[config.mk]
export PLATFORM = sky130hd
export DESIGN_NAME = config_stream_loader
export DESIGN_NICKNAME = d
export VERILOG_FILES = /design/src/rtl/config_stream_loader.sv
export SDC_FILE = /design/constraint.sdc
export NUM_CORES = 1
export LEC_CHECK = 0
export BUFFER_PORTS_ARGS = -buffer_cell sky130_fd_sc_hd__buf_2
export CAP_MARGIN = 5
export CORE_MARGIN = 5
export CORE_UTILIZATION = 40
export CTS_CLUSTER_DIAMETER = 100
export DETAILED_ROUTE_END_ITERATION = 10
export PLACE_DENSITY = 0.63
export SYNTH_ARGS = -nofsm -noshare
export SYNTH_HDL_FRONTEND = slang
export SYNTH_SLANG_ARGS = --single-unit
[constraint.sdc]
create_clock -name clk -period 2.55 [get_ports clk]
set_clock_uncertainty 0.2 [all_clocks]
set_input_delay 0.1275 -clock clk [delete_from_list [all_inputs] [get_ports clk]]
set_output_delay 0.1275 -clock clk [all_outputs]
set_load 0.03 [all_outputs]
[src/rtl/config_stream_loader.sv]
// Byte-serial configuration loader: assembles 8-byte little-endian frames and
// drives one held write per frame on the broadcast config bus.
module config_stream_loader #(
   parameter logic [31:0] IDLE_ADDR   = 32'h0000_0000,
   parameter logic [31:0] END_ADDR    = 32'hFFFF_FFFF,
   parameter int          HOLD_CYCLES = 1
) (
   input  logic        clk,
   input  logic        reset,
   input  logic [7:0]  in_data,
   input  logic        in_valid,
   output logic        in_ready,
   output logic [31:0] config_addr,
   output logic [31:0] config_data,
   output logic        config_done,
   output logic [15:0] frame_count,
   output logic        busy
);

   typedef enum logic [1:0] {COLLECT, WRITE, DONE} state_t;

   localparam logic [3:0] HOLD_LAST = 4'(HOLD_CYCLES);

   state_t       state_q, state_d;
   logic [2:0]   idx_q;
   logic [3:0]   hold_q;
   logic [55:0]  sr_q;        // bytes 0..6, byte 0 ends up in the low lane
   logic         ready_en_q;  // keeps in_ready low until the first edge after reset
   logic [15:0]  frame_cnt_q;
   logic         accept, last, hold_last;
   logic [31:0]  frame_addr, frame_data;

   assign accept      = in_valid & in_ready;
   assign last        = accept & (idx_q == 3'd7);
   assign hold_last   = (hold_q == HOLD_LAST);
   assign frame_addr  = sr_q[31:0];
   assign frame_data  = {in_data, sr_q[55:32]};
   assign frame_count = frame_cnt_q;

   always_ff @(posedge clk or negedge reset) begin
      if (!reset) state_q <= COLLECT;
      else        state_q <= state_d;
   end

   always_comb begin
      state_d  = state_q;
      in_ready = 1'b0;
      busy     = 1'b0;
      case (state_q)
         COLLECT: begin
            in_ready = ready_en_q;
            busy     = (idx_q != 3'd0);
            if (last) state_d = (frame_addr == END_ADDR) ? DONE : WRITE;
         end
         WRITE: begin
            busy = 1'b1;
            if (hold_last) state_d = COLLECT;
         end
         default: state_d = DONE;
      endcase
   end

   always_ff @(posedge clk or negedge reset) begin
      if (!reset) begin
         ready_en_q  <= 1'b0;
         idx_q       <= 3'd0;
         hold_q      <= 4'd0;
         sr_q        <= '0;
         config_addr <= IDLE_ADDR;
         config_data <= '0;
         config_done <= 1'b0;
         frame_cnt_q <= '0;
      end else begin
         ready_en_q <= 1'b1;
         if (accept) begin
            sr_q  <= {in_data, sr_q[55:8]};
            idx_q <= idx_q + 3'd1;   // wraps 7 -> 0 on the last byte
         end
         if (last && state_d == WRITE) begin
            config_addr <= frame_addr;
            config_data <= frame_data;
            hold_q      <= 4'd1;
            if (frame_cnt_q != 16'hFFFF) frame_cnt_q <= frame_cnt_q + 16'd1;
         end else if (last) begin
            config_done <= 1'b1;
         end
         // config_data is intentionally left holding the last write
         if (state_q == WRITE) begin
            if (hold_last) config_addr <= IDLE_ADDR;
            else           hold_q      <= hold_q + 4'd1;
         end
      end
   end

endmodule

# ---- Word-level counts from Yosys, hierarchy flattened
# Index checks and enable logic that the tools add are counted.
dict set report word_totals {
  output_inout_bits 83
  register_bits 147
  wordCells 38
}
dict set report op_classes {
  n_eq_ne 6
  n_addsub 3
  bitwise_logic 3
  reduce_logical 5
  muxes 12
}
# op n
set ops {}
lappend ops {{32-bit two-way mux} 3}
lappend ops {{32-bit == test, second input constant} 1}
lappend ops {{16-bit by 1-bit adder with 16-bit output, second input constant} 1}
lappend ops {{16-bit inequality test, second input constant} 1}
lappend ops {{4-bit two-way mux} 3}
lappend ops {{2-bit two-way mux} 3}
lappend ops {{4-bit by 1-bit adder with 4-bit output, second input constant} 1}
lappend ops {{2-bit by 1-bit == test with 1-bit output, second input constant} 2}
lappend ops {{4-bit by 1-bit == test with 1-bit output, second input constant} 1}
lappend ops {{2-bit case mux with 2 select lines} 1}
lappend ops {{2-bit AND reduction} 2}
lappend ops {{3-bit by 1-bit adder with 3-bit output, second input constant} 1}
lappend ops {{3-bit == test, second input constant} 1}
lappend ops {{3-bit nonzero test} 1}
lappend ops {{1-bit AND} 2}
lappend ops {{2-bit logical NOT} 1}
lappend ops {{1-bit case mux with 2 select lines} 1}
lappend ops {{1-bit logical AND} 1}
lappend ops {{1-bit two-way mux} 1}
lappend ops {{1-bit inverter} 1}

# ---- Longest topological paths before layout
# Gate-level depths: netlist of run 1.
dict set report logic_depth {
  depth_word 11
  mapped_depth 8
  ltp_nobuf 6
}

# ---- Least setup slack after synthesis of run 1
# Ideal clock, no wire load.
dict set report synth_path {
  path_type {flip-flop to flip-flop}
  from {register frame_cnt_q[0] (netlist: frame_count[0])}
  to {register frame_cnt_q[1] (netlist: frame_count[1])}
  path_buffers 0
  stages_incl_launch_ff 7
  arrival_ns 1.901
  slack_ns 0.325
  path_cell_list {dfrtp_1 -> ha_1 -> nand2_1 -> nor4_1 -> nand2_1 -> nand2_1 -> mux2_2}
}
dict set report synth_via {
  elab_chain_len 2
  word_cells_on_any_way 3
  classes_between {add/sub: 1; eq/ne: 1; reduce/logical: 1}
}
# item line_no
set synth_lines {}
lappend synth_lines {{from (decl)} 29} ;# logic [15:0] frame_cnt_q;
lappend synth_lines {{from (signal assigned)} 83} ;# if (frame_cnt_q != 16'hFFFF) frame_cnt_q <= frame_cnt_q + 16'd1;
lappend synth_lines {{parallel branches: the longest is 2 deep, another holds 16-bit by 1-bit adder with 16-bit output} -}
# Parallel ways; which one is timed is not known.
# A chain may end at the register's enable or synchronous reset.

# ---- Worst setup path in the final report of run 1
dict set report layout_path {
  from {register sr_q[30]}
  to {register hold_q[3]}
}
dict set report layout_via {
  elab_chain_len 9
}
# item line_no
set layout_lines {}
lappend layout_lines {{from (decl)} 27} ;# logic [55:0] sr_q;
lappend layout_lines {{from (signal assigned)} 76} ;# sr_q <= {in_data, sr_q[55:8]};
lappend layout_lines {{32-bit == test (*)} 53} ;# if (last) state_d = (frame_addr == END_ADDR) ? DONE : WRITE;
lappend layout_lines {{2-bit two-way mux (*) (2 in a row)} 53}
lappend layout_lines {{2-bit case mux with 2 select lines (*)} 49} ;# case (state_q)
lappend layout_lines {{2-bit by 1-bit == test with 1-bit output (*)} 79} ;# if (last && state_d == WRITE) begin
lappend layout_lines {{1-bit logical AND (*)} 79}
lappend layout_lines {{4-bit two-way mux (*)} 79}
lappend layout_lines {{4-bit two-way mux} 89} ;# if (hold_last) config_addr <= IDLE_ADDR;
lappend layout_lines {{4-bit two-way mux (*)} 88} ;# if (state_q == WRITE) begin
lappend layout_lines {{to (signal assigned)} 90} ;# else hold_q <= hold_q + 4'd1;
lappend layout_lines {{to (decl)} 26} ;# logic [3:0] hold_q;
# Every way passes the cells marked *; elsewhere a longest branch is shown, timed or not.

==> results of run 1 <==
[stage by stage]
step           area (sq um)  hold slack, ns  setup slack (ns)   util  total power (uW)
2_1_floorplan          5910          -0.368             0.325      -              5460
3_3_place_gp           6660         -0.0189             0.230  0.458              6320
3_5_place_dp           6660        -0.00599             0.136  0.458              6400
4_1_cts                7350           0.108             0.111  0.506              8930
5_1_grt                7350           0.158            0.0927  0.506              9340
6_report               7350          0.0934             0.302  0.506              8810
[power by group]
| group | switching [uW] | internal (uW) |
|---|---|---|
| clock network | 885 | 1600 |
| registers | 641 | 3170 |
| logic | 1610 | 907 |
| total | 3140 | 5680 |
[what timing repair did]
item                                   CTS  global route
setup buffers                            0             0
setup endpoints to repair                0             1
endpoints found under the hold margin   86             0
hold buffers                             9             0
resized for setup                        0             1
[worst register-to-register path, delay by kind of cell (launching register included)]
| family | cells | cell delay, ns |
|---|---|---|
| simple gates | 3 | 0.68 |
| compound gates | 2 | 0.55 |
| flops | 1 | 0.43 |
| buf+inv | 1 | 0.31 |
[worst min path at each step]
| stage | startpoint | end | slack [ns] |
|---|---|---|---|
| global placement | reset | frame_count[6]$_DFFE_PN0P_ | -0.02 |
| global route | reset | frame_count[13]$_DFFE_PN0P_ | 0.16 |
| floorplan | reset | config_addr[0]$_DFF_PN0_ | -0.37 |
| detailed placement | reset | frame_count[10]$_DFFE_PN0P_ | -0.006 |
| CTS | reset | frame_count[10]$_DFFE_PN0P_ | 0.11 |
| finish | reset | frame_count[13]$_DFFE_PN0P_ | 0.09 |
[cell type report]
type	count	area [sq um]	area share
multi-input cells	352	2130	0.289
inverters	4	15.0	0.00204
clock inverters	3	65.1	0.00885
flip-flops and latches	147	3680	0.500
well taps	184	230	0.0313
clock buffers	29	531	0.0722
repair buffers	114	706	0.0960
[cell usage after synthesis, types with 2 or more instances]
master and n:
sky130_fd_sc_hd__nor4_2 6, sky130_fd_sc_hd__a21oi_1 37, sky130_fd_sc_hd__ha_1 6, sky130_fd_sc_hd__mux2_2 58, sky130_fd_sc_hd__nor2_1 7, sky130_fd_sc_hd__and2_1 2, sky130_fd_sc_hd__o21ai_0 2, sky130_fd_sc_hd__and3_1 2
sky130_fd_sc_hd__nor2b_1 2, sky130_fd_sc_hd__dfrtp_1 147, sky130_fd_sc_hd__nand2b_1 3, sky130_fd_sc_hd__xnor2_1 6, sky130_fd_sc_hd__nand3_1 5, sky130_fd_sc_hd__nand4_1 15, sky130_fd_sc_hd__nand2_1 174, sky130_fd_sc_hd__a31oi_1 2
sky130_fd_sc_hd__clkbuf_1 14, sky130_fd_sc_hd__xor2_1 8, sky130_fd_sc_hd__nor3_1 6, sky130_fd_sc_hd__inv_1 4, sky130_fd_sc_hd__buf_2 11
[cells in the final DEF (no fill, tap or decap), drive strengths merged]
cell         instances
nand2b               3
mux2                58
clkbuf              29
conb                 1
xnor2                6
nor3b                1
a21o                 1
mux2i                1
inv                  4
or2                  1
buf                105
nand2              174
xor2                 8
a21oi               38
nor4                 7
dlygate4sd3          9
dfrtp              147
o21ai                2
and2                 2
nor2                 7
nor2b                2
nor3                 6
clkinv               1
nand4               15
nor4bb               1
nand3                5
and3                 2
or3                  1
a31oi                2
ha                   6
bufinv               2
o21a                 1
a41oi                1
[cell families after synthesis]
logic type | count (synthesis)
compound gates | 45
xor+xnor | 14
flops | 147
mux | 59
fa+ha+maj | 6
other cells | 1
buf+inv | 30
simple gates | 227
[routing by layer]
metal | up-vias | routed length (um) | GRT usage
li1 | 1984 | - | -
met4 | 0 | 169 | 0.0514
met2 | 86 | 6000 | 0.237
met5 | - | 0 | 0
met1 | 2024 | 5980 | 0.208
met3 | 13 | 771 | 0.0596
[registers in the layout, indices dropped and copies added (netlist names), 2 cells and up]
signal and cells:
config_data 32, config_addr 32, frame_count 16, idx_q 3
state_q 2, hold_q 4, sr_q 56
==> results.txt, run 1 <==
total negative setup slack: 0 ns
series of cell instances along the critical path: nand4_1 > nor4_2 > a21o_2 > buf_6 > nand2_1 > a31oi_1
fraction of layout instances using a drive strength above 1: 0.307
crit path to: hold_q[3]$_DFF_PN0_
maximum number of pins on one net before global-route repair: 73
1st-iter DRT viols: 230
setup repair after global routing missed its margin: no
delay of the slowest critical-path stage: 0.43 ns
CP top delay family: simple AND/OR/NAND/NOR gates
crit path from: sr_q[30]$_DFFE_PN0P_
DRC: 0
asr flop ratio synth: 1.00
DP Cell Count: 792
FF-to-FF path depth: 6
slowest stage cell, crit path: sky130_fd_sc_hd__dfrtp_1
average size of a mapped cell: 11.2 sq um
Stages on worst setup path: 6
Critical Path Sink Type: flip-flop
share of synthesized cell area in and, or, nand and nor gates: 0.169
Post-synth top flop: sky130_fd_sc_hd__dfrtp_1
worst-path maximum fanout: 34
share of the synthesized area in the top cell type: 0.622
Syn. warnings: 0
insertion delay of the later-clocked pin in the worst-skew pair: 0.42 ns
gr ovfl total: 0
die height: 132 um
relative slew slack: 0.554
data required time of the critical path: 2.69 ns
clock input transition at the sequential cells of the worst setup and hold paths: 0.06 ns
Max clock buf depth: 2
Final Cycle Share: 0.882
fraction of synthesized cell area in xor and xnor cells: 0.0207
multiplexer share of the synthesized area: 0.112
fill cell count: 1347
wire length of the first global-routing pass: 22000 um
Max Cap Viol: 0
Worst R2R End: hold_q[3]$_DFF_PN0_
maximum achievable frequency: 445 MHz
mean routed wirelength per cell: 15.5 um
Post-Layout Cell Count: 833
post-synthesis compound-gate area fraction: 0.0407
area of the placeable core: 14500 sq um
VDD IR max: 0.000663 V
number of ports placed on the die boundary: 94
via count of the first global-routing pass: 4253
worst reg2reg path startpoint: sr_q[30]$_DFFE_PN0P_
library cell used as clock root buffer: sky130_fd_sc_hd__clkbuf_16
number of max-slew violations in the final report: 0
weighted congestion at the end of routability-driven global placement: 0.811
count of vias placed by the detailed router: 4107
Clock Sinks: 147
adder-cell area share of the yosys netlist: 0.0127
Routed Wire Length: 12900 um
H-Tree Depth: 4
Post-Syn Instances: 529
dpl hpwl: 8640 um
FF-to-FF setup slack: 0.30 ns
worst path arrival time: 2.39 ns
slew of the pin with the lowest slew margin: 0.669 ns
net count after synthesis: 546
final setup violating endpoints: 0
antenna-violating nets left: 0
vias per cell: 4.93
flip-flop and latch count after synthesis: 147
status: completed
min-delay worst type: input pin to async pin
number of enable flip-flop cells after synthesis: 0
Buffers on Ports: 93
total power divided by cell area: 1200 nW/um^2
Lkg Pwr: 0.00363 uW
cell area after technology mapping: 5910 sq um
total die area: 17300 sq um
hold violation count in the final report: 0
number of search-and-repair iterations in the first detailed-routing pass: 4
number of inserted diodes: 0
sequential element share of the synthesized area: 0.622
global-route usage over all layers: 0.156
cell type contributing the most total cell area after synthesis: sky130_fd_sc_hd__dfrtp_1
largest cells by area after synthesis: sky130_fd_sc_hd__dfrtp_1, sky130_fd_sc_hd__mux2_2, sky130_fd_sc_hd__nand2_1, sky130_fd_sc_hd__a21oi_1, sky130_fd_sc_hd__nand4_1
die extent in x: 132 um
post-synthesis cell type count: 33
dominant combinational cell family by area after synthesis: simple AND/OR/NAND/NOR gates
Net count, final: 653
Initial Util: 0.407
antenna violations before repair: 0
category of the worst setup path launch point: flip-flop
number of buffer and inverter instances along the worst setup path: 1
row cnt: 44
worst setup path class: flip-flop to flip-flop
CTS Buf Count: 17
CTS tree: built
Layout area overhead: 24.4%
final critical delay including setup and external delays: 2.25 ns
Power figures use the tool's default switching activity.
==> run 2: changes to the inputs <==
--- a/config.mk
+++ b/config.mk
@@ -11,7 +11,7 @@
 export CORE_UTILIZATION = 40
 export CTS_CLUSTER_DIAMETER = 100
 export DETAILED_ROUTE_END_ITERATION = 10
-export PLACE_DENSITY = 0.63
+export PLACE_DENSITY = 0.65
 export SYNTH_ARGS = -nofsm -noshare
 export SYNTH_HDL_FRONTEND = slang
 export SYNTH_SLANG_ARGS = --single-unit
==> constraint.sdc (replaced) <==
create_clock -name clk -period 2 [get_ports clk]
set_clock_uncertainty 0.2 [all_clocks]
set_input_delay 0.1 -clock clk [delete_from_list [all_inputs] [get_ports clk]]
set_output_delay 0.1 -clock clk [all_outputs]
set_load 0.03 [all_outputs]
==> run 2 against run 1 <==
  * Combinational power increased by 53%
  * Clock power grew 24%
  * Utilization is 3.9 points higher
  * Non-clock buffer count up 50
  * Hold slack worse by 0.091 ns
  * First-iteration DRC count grew 20%
  * Global-route usage increased by 0.70 points
  * Critical endpoint is now frame_count[1]$_DFFE_PN0P_
==> results.txt, run 2 (same netlist as run 1, synthesis figures left out) <==
die height: 132 um (unchanged)
fraction of layout instances using a drive strength above 1: 0.405 (was 0.307)
slowest stage cell, crit path: sky130_fd_sc_hd__dfrtp_1 (unchanged)
count of vias placed by the detailed router: 4422 (was 4107)
number of max-slew violations in the final report: 0 (unchanged)
via count of the first global-routing pass: 4595 (was 4253)
gr ovfl total: 0 (unchanged)
area of the placeable core: 14500 sq um (unchanged)
antenna-violating nets left: 0 (unchanged)
Critical Path Sink Type: flip-flop (unchanged)
1st-iter DRT viols: 277 (was 230)
Layout area overhead: 34.0% (was 24.4%)
DP Cell Count: 832 (was 792)
library cell used as clock root buffer: sky130_fd_sc_hd__clkbuf_16 (unchanged)
final critical delay including setup and external delays: 1.99 ns (was 2.25 ns)
FF-to-FF setup slack: 0.01 ns (was 0.30 ns)
largest reg by FF count: sr_q (unchanged)
Lkg Pwr: 0.00392 uW (was 0.00363 uW)
status: completed (unchanged)
min-delay worst type: input pin to async pin (unchanged)
antenna violations before repair: 0 (unchanged)
CTS Buf Count: 17 (unchanged)
setup repair after global routing missed its margin: yes (was no)
delay of the slowest critical-path stage: 0.40 ns (was 0.43 ns)
Initial Util: 0.407 (unchanged)
number of inserted diodes: 0 (unchanged)
most common cell after layout, fill and taps aside: sky130_fd_sc_hd__nand2_1 (unchanged)
CP top delay family: simple AND/OR/NAND/NOR gates (unchanged)
fill cell count: 1265 (was 1347)
worst path arrival time: 2.09 ns (was 2.39 ns)
final setup violating endpoints: 0 (unchanged)
total power divided by cell area: 1470 nW/um^2 (was 1200 nW/um^2)
leading registers by flop count: sr_q (56), config_addr (32), config_data (32) (unchanged)
Net count, final: 704 (was 653)
CTS tree: built (unchanged)
category of the worst setup path launch point: flip-flop (unchanged)
die extent in x: 132 um (unchanged)
row cnt: 44 (unchanged)
VDD IR max: 0.000812 V (was 0.000663 V)
insertion delay of the later-clocked pin in the worst-skew pair: 0.42 ns (about the same)
Max clock buf depth: 2 (unchanged)
number of ports placed on the die boundary: 94 (unchanged)
series of cell instances along the critical path: nand4_1 > nor4_4 > buf_4 > a21oi_4 > nand2_1 > mux2_2 (was nand4_1 > nor4_2 > a21o_2 > buf_6 > nand2_1 > a31oi_1)
Routed Wire Length: 13800 um (was 12900 um)
wire length of the first global-routing pass: 23200 um (was 22000 um)
worst setup path class: flip-flop to flip-flop (unchanged)
number of buffer and inverter instances along the worst setup path: 1 (unchanged)
H-Tree Depth: 4 (unchanged)
data required time of the critical path: 2.10 ns (was 2.69 ns)
dpl hpwl: 9190 um (was 8640 um)
relative slew slack: 0.664 (was 0.554)
Buffers on Ports: 93 (unchanged)
DRC: 0 (unchanged)
weighted congestion at the end of routability-driven global placement: 0.771 (was 0.811)
total die area: 17300 sq um (unchanged)
Hold Worst Slack: 0.00270 ns (was 0.0934 ns)
maximum number of pins on one net before global-route repair: 55 (was 73)
Post-Layout Cell Count: 883 (was 833)
slew of the pin with the lowest slew margin: 0.505 ns (was 0.669 ns)
Largest register FFs: 56 (unchanged)
worst-path maximum fanout: 5 (was 34)
Max Cap Viol: 0 (unchanged)
global-route usage over all layers: 0.163 (was 0.156)
maximum achievable frequency: 503 MHz (was 445 MHz)
vias per cell: 5.01 (was 4.93)
top library cells by usage in the layout, fill and taps aside: sky130_fd_sc_hd__nand2_1, sky130_fd_sc_hd__dfrtp_1, sky130_fd_sc_hd__buf_2, sky130_fd_sc_hd__mux2_2, sky130_fd_sc_hd__buf_4 (was sky130_fd_sc_hd__nand2_1, sky130_fd_sc_hd__dfrtp_1, sky130_fd_sc_hd__buf_2, sky130_fd_sc_hd__mux2_2, sky130_fd_sc_hd__a21oi_1)
hold violation count in the final report: 0 (unchanged)
number of search-and-repair iterations in the first detailed-routing pass: 4 (unchanged)
Clock Sinks: 147 (unchanged)
mean routed wirelength per cell: 15.6 um (was 15.5 um)
Final Cycle Share: 0.994 (was 0.882)
clock input transition at the sequential cells of the worst setup and hold paths: 0.06 ns (about the same)
[run 2: changes by cell type in the layout (fill, tap and decap cells not counted), moves of 5 or more]
cell,previous run,this run
sky130_fd_sc_hd__clkbuf_1,6,0
sky130_fd_sc_hd__clkbuf_8,6,1
sky130_fd_sc_hd__dfrtp_2,0,11
sky130_fd_sc_hd__a21oi_1,37,31
sky130_fd_sc_hd__a21oi_2,0,6
sky130_fd_sc_hd__buf_12,4,10
sky130_fd_sc_hd__buf_4,7,50
sky130_fd_sc_hd__dfrtp_1,147,136
[run 2: repair_timing]
item / 4_1_cts / 5_1_grt
pin swaps: 1 / 6
setup buffers: 2 / 8
setup endpoints to repair: 40 / 73
hold buffers: 9 / 0
endpoints found under the hold margin: 163 / 0
gates cloned: 0 / 1
resized for setup: 1 / 21
[run 2: layout make-up]
class,count,area (sq um),share of cell area
multi-input combinational,353,2240,0.284
inverter,4,15.0,0.00190
clock buffer,18,439,0.0555
timing repair buffer,164,1160,0.146
clock inverter,13,136,0.0172
tap,184,230,0.0291
sequential,147,3690,0.466
[run 2: worst paths after layout]
kind	to	cells after the start	startpoint
max in group asynchronous	config_addr[28]$_DFF_PN0_	3	reset
setup / recovery	frame_count[1]$_DFFE_PN0P_	6	sr_q[10]$_DFFE_PN0P_
min in group clk	frame_count[1]$_DFFE_PN0P_	6	in_valid
setup reg to reg	frame_count[1]$_DFFE_PN0P_	6	sr_q[10]$_DFFE_PN0P_
hold reg to reg	config_data[10]$_DFFE_PN0P_	2	config_data[10]$_DFFE_PN0P_
hold / removal	frame_count[12]$_DFFE_PN0P_	2	reset
[run 2: metrics by stage]
step	cell area [sq um]	TNS, ns	utilization	power (uW)	setup WS [ns]
after floorplan	5930	0	-	6960	0.000556
after global placement	7060	0	0.486	8420	0.0310
after detailed placement	7060	-0.0465	0.486	8530	-0.0152
after CTS	7740	0	0.533	11700	0.0265
after global routing	7920	-1.95	0.545	12400	-0.0923
final	7920	0	0.545	11700	0.0123
[run 2: power by group]
part | leakage (uW) | internal [uW] | switching (uW) | total (uW)
Sequential | 0.00185 | 4050 | 692 | 4740
Combinational | 0.00179 | 1530 | 2310 | 3850
Clock | 0.000274 | 1860 | 1230 | 3080
Total | 0.00392 | 7440 | 4230 | 11700
[run 2: routing by layer]
layer | part of all wire | GRT usage | vias to the layer above
li1 | - | - | 2093
met1 | 0.45 | 0.221 | 2191
met2 | 0.48 | 0.252 | 119
met3 | 0.058 | 0.0508 | 19
met4 | 0.014 | 0.0514 | 0
met5 | 0 | 0 | -
==> run 3: changes to the inputs <==
--- a/config.mk
+++ b/config.mk
@@ -9,6 +9,7 @@
 export CAP_MARGIN = 5
 export CORE_MARGIN = 5
 export CORE_UTILIZATION = 40
+export CTS_BUF_LIST = sky130_fd_sc_hd__clkbuf_4
 export CTS_CLUSTER_DIAMETER = 100
 export DETAILED_ROUTE_END_ITERATION = 10
 export PLACE_DENSITY = 0.65
==> run 3 against run 2 <==
  * Critical path depth is 2 higher
  * Non-clock buffer count is 10 higher
  * Utilization is 0.88 points lower
  * Critical path type unchanged
  * Global-route usage is 0.31 points lower
  * Sequential share of layout area is 0.76 points higher
  * Largest cell class unchanged
  * Setup slack better by 0.031 ns
==> results.txt, run 3 (same netlist as run 1, synthesis figures left out) <==
status: completed (unchanged)
number of inserted diodes: 0 (unchanged)
total die area: 17300 sq um (unchanged)
CP top delay family: buffers and inverters (was simple AND/OR/NAND/NOR gates)
min-delay worst type: input pin to flip-flop (was input pin to async pin)
fill cell count: 1293 (was 1265)
worst setup path class: flip-flop to flip-flop (unchanged)
slew of the pin with the lowest slew margin: 0.517 ns (was 0.505 ns)
row cnt: 44 (unchanged)
FF-to-FF path depth: 8 (was 6)
number of search-and-repair iterations in the first detailed-routing pass: 4 (unchanged)
Routed Wire Length: 14100 um (was 13800 um)
Stages on worst setup path: 8 (was 6)
Finished Cell Area: 7790 sq um (was 7920 sq um)
delay of the slowest critical-path stage: 0.40 ns (about the same)
category of the worst setup path launch point: flip-flop (unchanged)
weighted congestion at the end of routability-driven global placement: 0.771 (unchanged)
gr ovfl total: 0 (unchanged)
storage element area: 3690 sq um (unchanged)
Buffers on Ports: 93 (unchanged)
die height: 132 um (unchanged)
insertion delay of the later-clocked pin in the worst-skew pair: 0.54 ns (was 0.42 ns)
Final Cycle Share: 0.978 (was 0.994)
area of the placeable core: 14500 sq um (unchanged)
number of ports placed on the die boundary: 94 (unchanged)
H-Tree Depth: 4 (unchanged)
global-route usage over all layers: 0.160 (was 0.163)
data required time of the critical path: 2.26 ns (was 2.10 ns)
setup repair after global routing missed its margin: yes (unchanged)
Worst Slack Setup Final: 0.0434 ns (was 0.0123 ns)
number of buffer and inverter instances along the worst setup path: 3 (was 1)
clock input transition at the sequential cells of the worst setup and hold paths: 0.13 ns (was 0.06 ns)
die extent in x: 132 um (unchanged)
VDD IR max: 0.000845 V (was 0.000812 V)
antenna violations before repair: 0 (unchanged)
FF-to-FF setup slack: 0.04 ns (was 0.01 ns)
vias per cell: 5.00 (was 5.01)
antenna-violating nets left: 0 (unchanged)
wire length of the first global-routing pass: 22900 um (was 23200 um)
crit path to: frame_count[2]$_DFFE_PN0P_ (was frame_count[1]$_DFFE_PN0P_)
Initial Util: 0.407 (unchanged)
series of cell instances along the critical path: nand4_1 > nor4_2 > buf_4 > buf_4 > a21oi_4 > buf_4 > nand3_1 > xnor2_1 (was nand4_1 > nor4_4 > buf_4 > a21oi_4 > nand2_1 > mux2_2)
most common cell after layout, fill and taps aside: sky130_fd_sc_hd__nand2_1 (unchanged)
1st-iter DRT viols: 290 (was 277)
Lkg Pwr: 0.00387 uW (was 0.00392 uW)
fraction of layout instances using a drive strength above 1: 0.423 (was 0.405)
Max Cap Viol: 0 (unchanged)
number of max-slew violations in the final report: 0 (unchanged)
area of combinational cells with multiple inputs: 2280 sq um (was 2240 sq um)
Placement Setup Slack: -0.0152 ns (unchanged)
hold violation count in the final report: 0 (unchanged)
Layout area overhead: 31.8% (was 34.0%)
count of vias placed by the detailed router: 4462 (was 4422)
Critical Path Sink Type: flip-flop (unchanged)
mean routed wirelength per cell: 15.8 um (was 15.6 um)
via count of the first global-routing pass: 4574 (was 4595)
Placement Cell Area: 7060 sq um (unchanged)
largest reg by FF count: sr_q (unchanged)
final setup violating endpoints: 0 (unchanged)
CTS Buf Count: 17 (unchanged)
Clock Sinks: 147 (unchanged)
DRC: 0 (unchanged)
dominant cell type by count on the critical path: sky130_fd_sc_hd__buf_4
share of the core filled with cells in the final layout: 0.536 (was 0.545)
Net count, final: 714 (was 704)
Max clock buf depth: 2 (unchanged)
Largest register FFs: 56 (unchanged)
dpl hpwl: 9190 um (unchanged)
library cell used as clock root buffer: sky130_fd_sc_hd__clkbuf_4 (was sky130_fd_sc_hd__clkbuf_16)
slowest stage cell, crit path: sky130_fd_sc_hd__dfrtp_1 (unchanged)
worst reg2reg path startpoint: sr_q[22]$_DFFE_PN0P_ (was sr_q[10]$_DFFE_PN0P_)
maximum number of pins on one net before global-route repair: 55 (unchanged)
final critical delay including setup and external delays: 1.96 ns (was 1.99 ns)
CTS tree: built (unchanged)
total power divided by cell area: 1340 nW/um^2 (was 1470 nW/um^2)
relative slew slack: 0.655 (was 0.664)
crit path from: sr_q[22]$_DFFE_PN0P_ (was sr_q[10]$_DFFE_PN0P_)
worst-path maximum fanout: 6 (was 5)
top library cells by usage in the layout, fill and taps aside: sky130_fd_sc_hd__nand2_1, sky130_fd_sc_hd__dfrtp_1, sky130_fd_sc_hd__buf_2, sky130_fd_sc_hd__mux2_2, sky130_fd_sc_hd__buf_4 (unchanged)
maximum achievable frequency: 511 MHz (was 503 MHz)
leading registers by flop count: sr_q (56), config_addr (32), config_data (32) (unchanged)
Worst R2R End: frame_count[2]$_DFFE_PN0P_ (was frame_count[1]$_DFFE_PN0P_)
post-layout total power: 10400 uW (was 11700 uW)
worst path arrival time: 2.21 ns (was 2.09 ns)
==> run 3: changes by cell type in the layout (fill, tap and decap cells not counted), sizes merged <==
cell,previous run,this run
clkbuf,18,20
dlygate4sd3,9,10
buf,155,161
clkinv,6,7
==> run 3: how the worst min path moves through the flow <==
| stage | cells past startpoint | startpoint | slack, ns | endpoint |
|---|---|---|---|---|
| after detailed placement | 1 | reset | -0.11 | ready_en_q$_DFF_PN0_ |
| after floorplan | 0 | reset | -0.40 | config_addr[0]$_DFF_PN0_ |
| after global placement | 1 | reset | -0.12 | state_q[1]$_DFF_PN0_ |
| after CTS | 6 | in_valid | 0.05 | frame_count[1]$_DFFE_PN0P_ |
| after global routing | 6 | in_valid | 0.05 | frame_count[1]$_DFFE_PN0P_ |
| final | 6 | in_valid | 0.09 | frame_count[1]$_DFFE_PN0P_ |
==> run 3: routing by layer <==
| metal | GRT usage | share of wire | vias to the layer above |
|---|---|---|---|
| met1 | 0.213 | 0.43 | 2207 |
| met2 | 0.252 | 0.49 | 127 |
| met4 | 0.0429 | 0.011 | 0 |
| met5 | 0 | 0 | - |
| li1 | - | - | 2112 |
| met3 | 0.0547 | 0.063 | 16 |
==> run 3: worst register-to-register path: cells and delay by family (launching register included) <==
family,cells,cell delay (ns)
DFF,1,0.40
buffers and inverters,3,0.49
and+or+nand+nor,3,0.28
AOI/OAI and AO/OA,1,0.30
xor gates and xnor gates,1,0.20
==> run 3: power by group <==
part | internal [uW] | switching (uW) | leakage, uW | total (uW)
sequential | 4030 | 696 | 0.00185 | 4730
clock | 726 | 1060 | 0.000137 | 1790
combinational | 1580 | 2330 | 0.00188 | 3910
==> run 3: cell type report <==
type / instances / share of cell area
multi-input cells: 353 / 0.292
well taps: 184 / 0.0296
clock inverters: 14 / 0.0180
inverters: 4 / 0.00193
clock buffers: 17 / 0.0164
repair buffers: 174 / 0.168
flip-flops and latches: 147 / 0.474
==> run 3: stage by stage <==
stage | TNS, ns | instances | hold WS (ns)
after floorplan | 0 | 529 | -0.396
after global placement | 0 | 832 | -0.117
after detailed placement | -0.0465 | 832 | -0.109
after CTS | 0 | 875 | 0.0469
after global routing | -0.870 | 893 | 0.0457
final | 0 | 893 | 0.0901
==> run 3: timing repair <==
action                                  CTS  global route
hold buffers                             10             0
buffers inserted                          2            12
cloned                                    0             6
pin swaps                                 1            12
endpoints found under the setup margin   39            82
resized for setup                         1            34
endpoints found under the hold margin   163             0
